`config.mk`:
```
export PLATFORM = sky130hd
export DESIGN_NAME = cordic_ctl
export DESIGN_NICKNAME = d
export VERILOG_FILES = /design/src/rtl/cordic_ctl.sv
export SDC_FILE = /design/constraint.sdc
export NUM_CORES = 1
export LEC_CHECK = 0
export ABC_AREA = 1
export CAP_MARGIN = 20
export CORE_MARGIN = 2
export CORE_UTILIZATION = 31
export DETAILED_ROUTE_END_ITERATION = 8
export PLACE_DENSITY = 0.71
export SYNTH_ARGS = -nofsm -noshare
export SYNTH_HDL_FRONTEND = slang
export SYNTH_SLANG_ARGS = --single-unit
```
`constraint.sdc`:
```
create_clock -name clk -period 3.64 [get_ports clk]
set_input_delay 1.092 -clock clk [delete_from_list [all_inputs] [get_ports clk]]
set_output_delay 1.092 -clock clk [all_outputs]
set_load 0.01 [all_outputs]
```
`src/rtl/cordic_ctl.sv`:
```
// Sequencing controller for an iterative CORDIC datapath: latches the operands,
// steps the datapath through NUM_ITER iterations under a watchdog, and hands the results to the host.
module cordic_ctl #(
    parameter int NUM_ITER      = 8,
    parameter int TIMEOUT_SLACK = 4
) (
    input  logic       clk,
    input  logic       rst,
    input  logic       start,
    input  logic       mode_in,
    input  logic [7:0] arg0,
    input  logic [7:0] arg1,
    output logic       in_ready,
    output logic       busy,
    output logic       res_valid,
    input  logic       res_ready,
    output logic [7:0] res0,
    output logic [7:0] res1,
    output logic       err,
    output logic       cordic_mode,
    output logic [7:0] in_port0,
    output logic [7:0] in_port1,
    output logic [1:0] in_mux_ctl,
    output logic       counter_rst,
    output logic       counter_hold,
    input  logic [3:0] counter,
    input  logic [7:0] out_port0,
    input  logic [7:0] out_port1
);

    typedef enum logic [2:0] {IDLE, LOAD, ITER, DRAIN, DONE} state_t;

    localparam logic [3:0] LAST_CNT = 4'(NUM_ITER - 1);
    // Compared against the pre-increment value: the increment in this cycle reaches the limit.
    localparam logic [4:0] WD_LAST  = 5'(NUM_ITER + TIMEOUT_SLACK - 1);

    state_t     state_q, state_d;
    logic       mode_q, mode_d;
    logic [7:0] port0_q, port0_d, port1_q, port1_d;
    logic [7:0] res0_q, res0_d, res1_q, res1_d;
    logic       err_q, err_d;
    logic [4:0] wdog_q, wdog_d;

    always_comb begin
        state_d      = state_q;
        mode_d       = mode_q;
        port0_d      = port0_q;
        port1_d      = port1_q;
        res0_d       = res0_q;
        res1_d       = res1_q;
        err_d        = err_q;
        wdog_d       = wdog_q;
        in_ready     = 1'b0;
        busy         = 1'b0;
        res_valid    = 1'b0;
        in_mux_ctl   = 2'b11;
        counter_rst  = 1'b0;
        counter_hold = 1'b0;
        case (state_q)
            IDLE: begin
                in_ready    = 1'b1;
                counter_rst = 1'b1;
                if (start) begin
                    mode_d  = mode_in;
                    port0_d = arg0;
                    port1_d = arg1;
                    state_d = LOAD;
                end
            end
            LOAD: begin
                busy        = 1'b1;
                in_mux_ctl  = mode_q ? 2'b10 : 2'b00;
                counter_rst = 1'b1;
                wdog_d      = 5'd0;
                state_d     = ITER;
            end
            ITER: begin
                busy       = 1'b1;
                in_mux_ctl = 2'b01;
                wdog_d     = wdog_q + 5'd1;
                // Normal completion wins if it coincides with the timeout.
                if (counter == LAST_CNT) begin
                    state_d = DRAIN;
                end else if (wdog_q == WD_LAST) begin
                    err_d   = 1'b1;
                    state_d = DRAIN;
                end
            end
            DRAIN: begin
                busy         = 1'b1;
                counter_hold = 1'b1;
                res0_d       = out_port0;
                res1_d       = out_port1;
                state_d      = DONE;
            end
            DONE: begin
                res_valid    = 1'b1;
                counter_hold = 1'b1;
                if (res_ready) begin
                    err_d   = 1'b0;
                    state_d = IDLE;
                end
            end
            default: state_d = IDLE;
        endcase
    end

    always_ff @(posedge clk) begin
        if (rst) begin
            state_q <= IDLE;
            mode_q  <= 1'b0;
            port0_q <= 8'h00;
            port1_q <= 8'h00;
            res0_q  <= 8'h00;
            res1_q  <= 8'h00;
            err_q   <= 1'b0;
            wdog_q  <= 5'd0;
        end else begin
            state_q <= state_d;
            mode_q  <= mode_d;
            port0_q <= port0_d;
            port1_q <= port1_d;
            res0_q  <= res0_d;
            res1_q  <= res1_d;
            err_q   <= err_d;
            wdog_q  <= wdog_d;
        end
    end

    assign cordic_mode = mode_q;
    assign in_port0    = port0_q;
    assign in_port1    = port1_q;
    assign res0        = res0_q;
    assign res1        = res1_q;
    assign err         = err_q;

endmodule

```
After elaboration in Yosys (flattened, before gate mapping)

Cells that the tools add are included.

Input bits: 41
Bits in registers: 42
Word-level logic and storage cells: 46

Eq/ne operators: 11
$add $sub $neg: 1
Reductions and logical operators: 9
Mux-type cells: 17

Operators with widths:

| kind                | count |
|---|---|
| $pmux 3 s5          | 1 |
| $mux 3              | 4 |
| $pmux 5 s2          | 1 |
| $mux 1              | 8 |
| $ne 2x2->1 const B  | 4 |
| $eq 3x2->1 const B  | 2 |
| $add 5x1->5 const B | 1 |
| $eq 5x4->1 const B  | 1 |
| $eq 4x3->1 const B  | 1 |
| $pmux 2 s2          | 1 |
| $reduce_and 4->1    | 1 |
| $reduce_bool 2->1   | 2 |
| $reduce_or 2->1     | 2 |
| $eq 3x1->1 const B  | 1 |
| $eq 3x3->1 const B  | 1 |
| $logic_not 3->1     | 1 |
| $ne 3x3->1 const B  | 1 |
| $reduce_and 3->1    | 1 |
| $reduce_or 3->1     | 1 |
| $mux 2              | 1 |
| $pmux 1 s2          | 1 |
| $reduce_and 2->1    | 1 |

Depth between registers and ports, before layout

Word-level depth: 4
Mapped depth: 9
Depth with buffers taken out: 8

Worst setup path before layout

Ideal clock, no wire load.

Path type: register to output
Start: register state_q[2]
End: output in_mux_ctl[1]
Stages on the path, launching flop included: 5
Path buffers: 1
Slack: 1.383 ns
Arrival time: 1.165 ns
Cell sequence: dfxtp_1 -> buf_2 -> nor2_1 -> nand2_1 -> o21ai_0

Cells in the longest elaborated chain, start to end: 2
Elaborated cells between the ends (all ways): 3
Those cells by class: 2 x eq/ne; 1 x mux

Ends and longest elaborated chain:

| what                                            | RTL line | RTL |
|---|---|---|
| start, declared                                 | 37       | `state_t state_q, state_d;` |
| start signal, assigned                          | 119      | `state_q <= state_d;` |
| $eq 3x2->1 / $eq 3x1->1 (equally long branches) | 59       | `case (state_q)` |
| $pmux 2 s2 *                                    | 59       |  |
| end, declared                                   | 23       | `output logic [1:0] in_mux_ctl,` |

Every way passes the cells marked *; elsewhere a longest branch is shown, timed or not.

Worst setup path after layout

Start: register state_q[0]
End: output counter_hold

Cells in the longest elaborated chain, start to end: 3
Elaborated cells between the ends (all ways): 4
Those cells by class: 2 x eq/ne; 1 x mux; 1 x reduce/logical

Ends and longest elaborated chain:

| what                                            | RTL line | RTL |
|---|---|---|
| $eq 3x3->1 / $eq 3x2->1 (equally long branches) | 59       |  |
| $reduce_or 2->1 (no source line) *              | n/a      |  |
| $mux 1 *                                        | 59       |  |
| end, declared                                   | 25       | `output logic counter_hold,` |

Marks and branches as above.

==> results_dict.tcl <==
set metrics [dict create \
    diodes 0 \
    synthesis.nets 262 \
    hp-start "in_port0[0]" \
    fin_crit_sh 0.853 \
    hold_path_end "in_port0[0]" \
    whs_path_depth 2 \
    layout-drive-gt1-share 0.0532 \
    vias 1689 \
    worst_pin_slew_ns 0.577 \
    r2r-start "state_q[2]" \
    r2r_cells 7 \
    die_y_um 77.0 \
    grt_overflow 0 \
    power_density_mw_per_mm2 468 \
    pre_cts_ws_ns 0.862 \
    period_minus_slack_ns 3.10 \
    place_congestion 0.904 \
    grt_pass1_wl_mm 7.09 \
    final_cells 371 \
    worstPathArrival_ns 2.01 \
    track_usage 0.148 \
    row_count 26 \
    cts_resized 0 \
    nets 342 \
    cp.required_ns 2.55 \
    layout_common_cells "clkdlybuf4s50_1, nor2_1, dfxtp_1, nand2_1, a21oi_1" \
    initial_core_util 0.321 \
    dr.pass1.iters 4 \
    dr.first_iter.drc_count 93 \
    viasPerCell 4.55 \
    postSynthAreaPerCell_um2 7.51 \
    slew_violations 0 \
    rr_endpoint "err" \
    synth_area_mm2 0.00165 \
    relSlewSlack 0.615 \
    clock_path_buffers 2 \
    clkLatencyLatePin_ns 0.29 \
    antenna_found_initial 0 \
    hpwl_mm 3.23 \
    numPortBuffers 81 \
    seq_area_um2 841 \
    cts_tree "done" \
    path_cells "inv_1 > nor2_4 > inv_2 > nand2_1 > clkdlybuf4s50_1" \
    finalSetupViolCount 0 \
    ys_seq_elements 42 \
    cts_root_buf "clkbuf_8" \
    max-vdd-ir-drop_mv 0.235 \
    finalHoldViolCount 0 \
    clk_pin_slew_worst_paths_ns 0.08 \
    cts_hold_buf 0 \
    pin_count 82 \
    die_width_um 77.0 \
    power.leakage_nw 1.05 \
    ys_types 17 \
    area_growth_pct 58.8 \
    grt_max_degree 23 \
    place_inst 363 \
    ant_nets 0 \
    path_delay_family "buffers and inverters" \
    multi_input_area_um2 698 \
    h-tree-depth 2 \
    synth_warnings 0 \
    dieArea_mm2 0.00593 \
    finClkSkew_ns 0.00338 \
    final_util 0.510 \
    yosysSeqAreaShare 0.509 \
    cts_buffers 5 \
    clkSinkCount 42 \
    drc 0 \
    startpoint_type "flop" \
    cts_setup_buffers 0 \
    status "completed" \
    setup_tns_ns 0 \
    synthCells 220 \
    wl_per_cell_um 12.2 \
    crit_type "flop to primary output" \
    core_area_mm2 0.00514 \
    rrSetupSlack_ns 2.22 \
    rsz0062_at_grt "no" \
    grt_pass1_vias 1549 \
    drt-total-wl_mm 4.52 \
    critical_path_peak_fanout 18 \
    critPathCaptureType "primary output" \
    cp.buffers_inverters 3 \
    fmax_ghz 0.322 \
    min_path_type "flop to flop" \
    fin_ws_ns 0.535 \
    num-fill-cells 519 \
    slowest_delay_ns 0.53 \
    slowest_stage "clkdlybuf4s50_1" \
    drv_cap 0 \
    final_common_cell "clkdlybuf4s50_1" \
]
## per-stage QoR
step	hold WS (ns)	cell area (um^2)	power [W]
final	0.461	2620	0.00123
after global routing	0.485	2620	0.00129
after CTS	0.464	2620	0.00124
after detailed placement	0.452	2510	0.000897
after global placement	0.448	2510	0.000893
after floorplan	0.447	1650	0.000715
## worst min-delay path: stages, from the launching register on
cell	delay, ns
dfxtp_1	0.31
nand2_1	0.06
a21oi_1	0.05
## report_power, final
part           internal, W  switching [W]
Sequential        0.000504      0.0000298
Combinational     0.000181       0.000170
Clock             0.000191       0.000152
## synthesized netlist by cell type (all sizes together)
cell type  number  area share
nand4           1      0.0038
nand3b          1      0.0045
nand3          19       0.058
dfxtp          42        0.51
nor2           45        0.11
clkbuf          6       0.014
o21ai          22       0.067
buf             5       0.023
nand2          39       0.093
nor3            1      0.0099
ha              1      0.0076
a21oi          24       0.073
inv            14       0.032
## flip-flops by register name (all words and copies together), names as in the netlist
signal       cells
res0             8
in_port0         8
cordic_mode      1
err              1
wdog_q           5
in_port1         8
state_q          3
res1             8
## layer usage
| metal | up-vias | share of wire | wire, um | track usage |
|---|---|---|---|---|
| li1 | 864 | - | - | - |
| met1 | 781 | 0.45 | 2010 | 0.181 |
| met2 | 39 | 0.50 | 2280 | 0.253 |
| met3 | 5 | 0.038 | 171 | 0.0365 |
| met4 | 0 | 0.012 | 56 | 0.0536 |
| met5 | - | 0 | 0 | 0 |
## cell type report
type                    instances  share of cell area
repair buffers                 84               0.318
inverters                      14              0.0200
multi-input cells             153               0.266
clock buffers                   8              0.0420
flip-flops and latches         42               0.321
well taps                      70              0.0334
## logic make-up (layout without fill, tap and decap cells)
logic type,after synthesis,count (layout),share of synthesized area
buffers and inverters,25,106,0.0682
adders and majority gates,1,1,0.00757
DFF,42,42,0.509
AOI/OAI and AO/OA,46,46,0.139
and+or+nand+nor,106,106,0.276
## how the worst max path moves through the flow
| stage | end | start | cells after the start |
|---|---|---|---|
| floorplan | in_mux_ctl[1] | state_q[2] | 4 |
| global placement | counter_hold | state_q[0] | 5 |
| detailed placement | counter_hold | state_q[0] | 5 |
| CTS | counter_hold | state_q[1] | 5 |
| global route | counter_hold | state_q[1] | 5 |
| finish | counter_hold | state_q[0] | 5 |
Power figures use the tool's default switching activity.
==> patch 1: new RTL, same settings <==
Encoding of `state_t`: now one-hot (5 bits for 5 states).
--- a/src/rtl/cordic_ctl.sv
+++ b/src/rtl/cordic_ctl.sv
@@ -28,7 +28,7 @@
     input  logic [7:0] out_port1
 );
 
-    typedef enum logic [2:0] {IDLE, LOAD, ITER, DRAIN, DONE} state_t;
+    typedef enum logic [4:0] {IDLE = 5'b00001, LOAD = 5'b00010, ITER = 5'b00100, DRAIN = 5'b01000, DONE = 5'b10000} state_t;
 
     localparam logic [3:0] LAST_CNT = 4'(NUM_ITER - 1);
     // Compared against the pre-increment value: the increment in this cycle reaches the limit.
Formal check against the unedited RTL: no difference found for any inputs over 10 cycles, from zero or initial values and one cycle with rst high; not proved beyond that.
==> patch 1 against the unedited design <==
Synthesized area up 7.8%; synthesized cell count up 3.2%; sequential cell count up 2; non-clock buffer count down 2; total power down 9.2%; clock power up 15%; cell count up 2.7%; wire length down 0.33%; sequential share of layout area about the same; utilization down 1.4 points; clock skew down 0.00070 ns; final area up 4.9%; worst setup slack worse by 0.041 ns.
==> patch 1: results (changes against the unedited design) <==
| Metric | Value |
|---|---|
| Top cells by area, synth | dfxtp_1, nor2_1, o21ai_0 |
| Fin. max-slew vios | 0 (unchanged) |
| Hold wc startpoint | res1[0] |
| Syn_nets | 269 (+2.7%) |
| CTS Buf Count | 5 (unchanged) |
| Worst R2R End | in_port1[3] |
| Yosys warns | 0 (unchanged) |
| Peak supply drop | 0.179 mV (-24%) |
| Post-CTS setup buffers | 0 (unchanged) |
| Fin nets | 350 (+2.3%) |
| Total track usage | 14.7% (-0.11 points) |
| Hold Crit Class | flop to flop |
| Lkg Pwr | 1.10 nW (+4.4%) |
| Yosys cell types | 27 (+10) |
| DR pass1 iterations | 4 (unchanged) |
| Outcome | completed |
| FF-to-FF path depth | 6 (-1) |
| Via count | 1,734 (+2.7%) |
| GP Congestion | 0.857 (-5.2%) |
| CP top delay family | buffers and inverters |
| Longest Clk Path Bufs | 2 (unchanged) |
| Share of layout cells above drive strength 1 | 10.0% (+4.7 points) |
| Origin of the critical flop-to-flop path | state_q[1] |
| Fill cells | 557 (+7.3%) |
| Clk_lat worst skew | 0.29 ns (about the same) |
| Post-synthesis sequential area ratio | 49.5% (-1.4 points) |
| PortBufs | 81 (unchanged) |
| Skew final | 0.00268 ns (-0.000699 ns) |
| Largest net degree at the start of global routing | 38 (+65%) |
| Initial antenna violation count | 0 (unchanged) |
| Vias in the first global route | 1,561 (+0.77%) |
| Worst slew pin tran | 0.520 ns (-0.0569 ns) |
| Power Clock | 0.000394 W (+15%) |
| Routed length per instance | 11.8 um (-2.9%) |
| Commonest cells post-synth | nor2_1, dfxtp_1, o21ai_0 |
| Diodes inserted | 0 (unchanged) |
| Hold endpoint | res1[0] |
| Switching Fraction | 24.7% (-4.0 points) |
| DR iter-0 viols | 75 (-19%) |
| Ys async rst share | 0% (unchanged) |
| Slowest cell on crit path | clkdlybuf4s50_1 |
| Clock network fraction of design power | 35.3% (+7.4 points) |
| Hpwl dp | 3240 um (+0.37%) |
| Resize count post-CTS | 0 (unchanged) |
| CTS root buffer | clkbuf_8 |
| Max incr delay on CP | 0.52 ns |
| Logic power comb | 0.000200 W (-43%) |
| First-pass GRT wire length | 7290 um (+2.8%) |
| Crit path max fanout | 17 (-1) |
| R2r setup slk | 2.16 ns (-0.06 ns) |
patch 1: cell families (layout without fill, tap and decap cells):
kind of cell,after synthesis,after routing,synth area share (%)
xor+xnor,1,1,0.492
compound gates,45,45,13.0
buf+inv,25,107,7.10
flops,44,44,49.5
simple gates,111,111,29.2
fa+ha+maj,1,1,0.703
patch 1: layout make-up:
| cell class | instances | area, um^2 | area share (%) |
|---|---|---|---|
| Tap cell | 72 | 90.1 | 3.28 |
| Multi-Input combinational cell | 158 | 773 | 28.1 |
| Timing Repair Buffer | 82 | 818 | 29.8 |
| Clock inverter | 2 | 38.8 | 1.41 |
| Inverter | 17 | 66.3 | 2.41 |
| Sequential cell | 44 | 881 | 32.0 |
| Clock buffer | 6 | 82.6 | 3.00 |
patch 1: per-stage QoR:
step	hold slack (ns)	worst slack (ns)	area (um^2)	instances
2_1_floorplan	0.442	1.40	1780	227
3_3_place_gp	0.464	0.874	2630	373
3_5_place_dp	0.476	0.823	2630	373
4_1_cts	0.493	0.481	2750	381
5_1_grt	0.514	0.378	2750	381
6_report	0.488	0.494	2750	381
patch 1: how the worst max path moves through the flow:
| stage | from | endpoint | slack [ns] | depth (start not counted) |
|---|---|---|---|---|
| finish | state_q[1] | busy | 0.49 | 6 |
| global route | state_q[1] | busy | 0.38 | 6 |
| CTS | state_q[1] | busy | 0.48 | 6 |
| detailed placement | state_q[1] | busy | 0.82 | 6 |
| global placement | state_q[1] | busy | 0.87 | 6 |
| floorplan | state_q[3] | in_mux_ctl[1] | 1.40 | 3 |
patch 1: routing by layer:
metal  wire length, um  part of all wire, %  global-route usage, %
met1              2050                   45                   19.0
met2              2080                   46                   22.5
met3               316                  7.0                   5.20
met4                62                  1.4                   5.42
met5                 0                    0                      0
==> patch 2: new RTL, same settings <==
Without the edit above. The parameter `NUM_ITER` goes from 8 to 4.
--- a/src/rtl/cordic_ctl.sv
+++ b/src/rtl/cordic_ctl.sv
@@ -1,7 +1,7 @@
 // Sequencing controller for an iterative CORDIC datapath: latches the operands,
 // steps the datapath through NUM_ITER iterations under a watchdog, and hands the results to the host.
 module cordic_ctl #(
-    parameter int NUM_ITER      = 8,
+    parameter int NUM_ITER      = 4,
     parameter int TIMEOUT_SLACK = 4
 ) (
     input  logic       clk,
Behaviour: not the same (a bounded check fails within 4 cycles, from zero or initial values and one cycle with rst high).
==> patch 2 against the unedited design <==
Worst setup slack improved by 0.11 ns; combinational power increased by 4%; synthesized area increased by 1.7%; final area decreased by 0.24%; sequential cell count unchanged; total power decreased by 1.5%; wire length decreased by 5.3%; sequential power about the same.
==> patch 2: results (changes against the unedited design) <==
| Metric | Value |
|---|---|
| First-pass GRT wire length | 7040 um (-0.68%) |
| Worst Setup EP | in_mux_ctl[1] |
| Commonest cells post-synth | dfxtp_1, nor2_1, nand2_1 |
| M3 GR Usage | 5.70% (+2.1 points) |
| Outcome | completed |
| Peak supply drop | 0.233 mV (-1.0%) |
| Share of layout cells above drive strength 1 | 6.33% (+1.0 points) |
| Slew headroom | 54.3% (-7.2 points) |
| CP Launch Point | state_q[1] |
| Hpwl dp | 3030 um (-6.2%) |
| Syn_nets | 262 (unchanged) |
| R2r setup slk | 2.09 ns (-0.13 ns) |
| Fin cells | 370 (-0.27%) |
| Skew final | 0.00747 ns (+0.00409 ns) |
| Placed cell count | 362 (-0.28%) |
| GR Layer Usage met1 | 18.6% (+0.51 points) |
| Initial antenna violation count | 0 (unchanged) |
| Total track usage | 14.3% (-0.48 points) |
| Hold endpoint | in_port0[3] |
| Fill cells | 503 (-3.1%) |
| DR iter-0 viols | 46 (-51%) |
| Top cells by area, synth | dfxtp_1, nor2_1, nand2_1 |
| Hold wc startpoint | in_port0[3] |
| CTS root buffer | clkbuf_8 |
| Routed wire length | 4280 um (-5.3%) |
| Yosys cell types | 20 (+3) |
| Clk_lat worst skew | 0.29 ns (about the same) |
| Lkg Pwr | 1.00 nW (-5.1%) |
| GRT met2 Usage | 22.3% (-2.9 points) |
| Via count | 1,667 (-1.3%) |
| CTS Buf Count | 5 (unchanged) |
| Mean Syn Cell Area | 7.64 um^2 (+1.7%) |
| FF-to-FF path depth | 6 (-1) |
| Max incr delay on CP | 0.59 ns (+0.06 ns) |
| Crit path max fanout | 6 (-12) |
| Largest net degree at the start of global routing | 22 (-4.3%) |
| Fin nets | 341 (-0.29%) |
| Post-synthesis sequential area ratio | 50.0% (-0.87 points) |
| GP Congestion | 0.771 (-15%) |
| Data arrival time of the worst path | 1.91 ns (-0.10 ns) |
-- patch 2: cell types whose count changed after synthesis, sizes merged, moves of 2 or more --
cell | unedited run | this run
clkbuf | 6 | 4
nor3 | 1 | 3
nand3 | 19 | 22
nor2 | 45 | 42
-- patch 2: through the flow --
| step | hold slack, ns | area, um^2 | setup slack (ns) |
|---|---|---|---|
| finish | 0.464 | 2620 | 0.641 |
| global route | 0.486 | 2620 | 0.493 |
| CTS | 0.466 | 2620 | 0.638 |
| detailed placement | 0.453 | 2520 | 0.985 |
| global placement | 0.451 | 2520 | 1.00 |
| floorplan | 0.435 | 1680 | 1.53 |
-- patch 2: cell type report --
type                       count  area (um^2)  area share (%)
timing repair buffer          82          818            31.3
tap                           70         87.6            3.35
clock inverter                 1         5.00           0.191
multi-input combinational    153          722            27.6
inverter                      15         56.3            2.15
sequential                    42          841            32.1
clock buffer                   7         86.3            3.30
-- patch 2: cells by family (layout without fill, tap and decap cells) --
kind of cell             count (synthesis)  in the layout  share of synthesized area [%]
AND/OR/NAND/NOR                        106            106                           28.4
AO/OA/AOI/OAI                           46             46                           13.8
flip-flops                              42             42                           50.0
buffers and inverters                   25            105                           7.00
adder cells (fa/ha/maj)                  1              1                          0.744
-- patch 2: power by group --
group | internal, W | total (W) | switching, W
registers | 0.000504 | 0.000536 | 0.0000314
logic | 0.000184 | 0.000366 | 0.000181
clock network | 0.000153 | 0.000309 | 0.000155
total | 0.000842 | 0.00121 | 0.000368
-- patch 2: metal layers --
metal  wire (um)  share of wire, %
met5           0                 0
met3         370               8.6
met4          12              0.28
met1        2120                50
met2        1770                41
-- patch 2: worst min-delay path, stage by stage, from the launching register on --
cell     delay, ns
dfxtp_1       0.32
nand2_1       0.06
a21oi_1       0.05
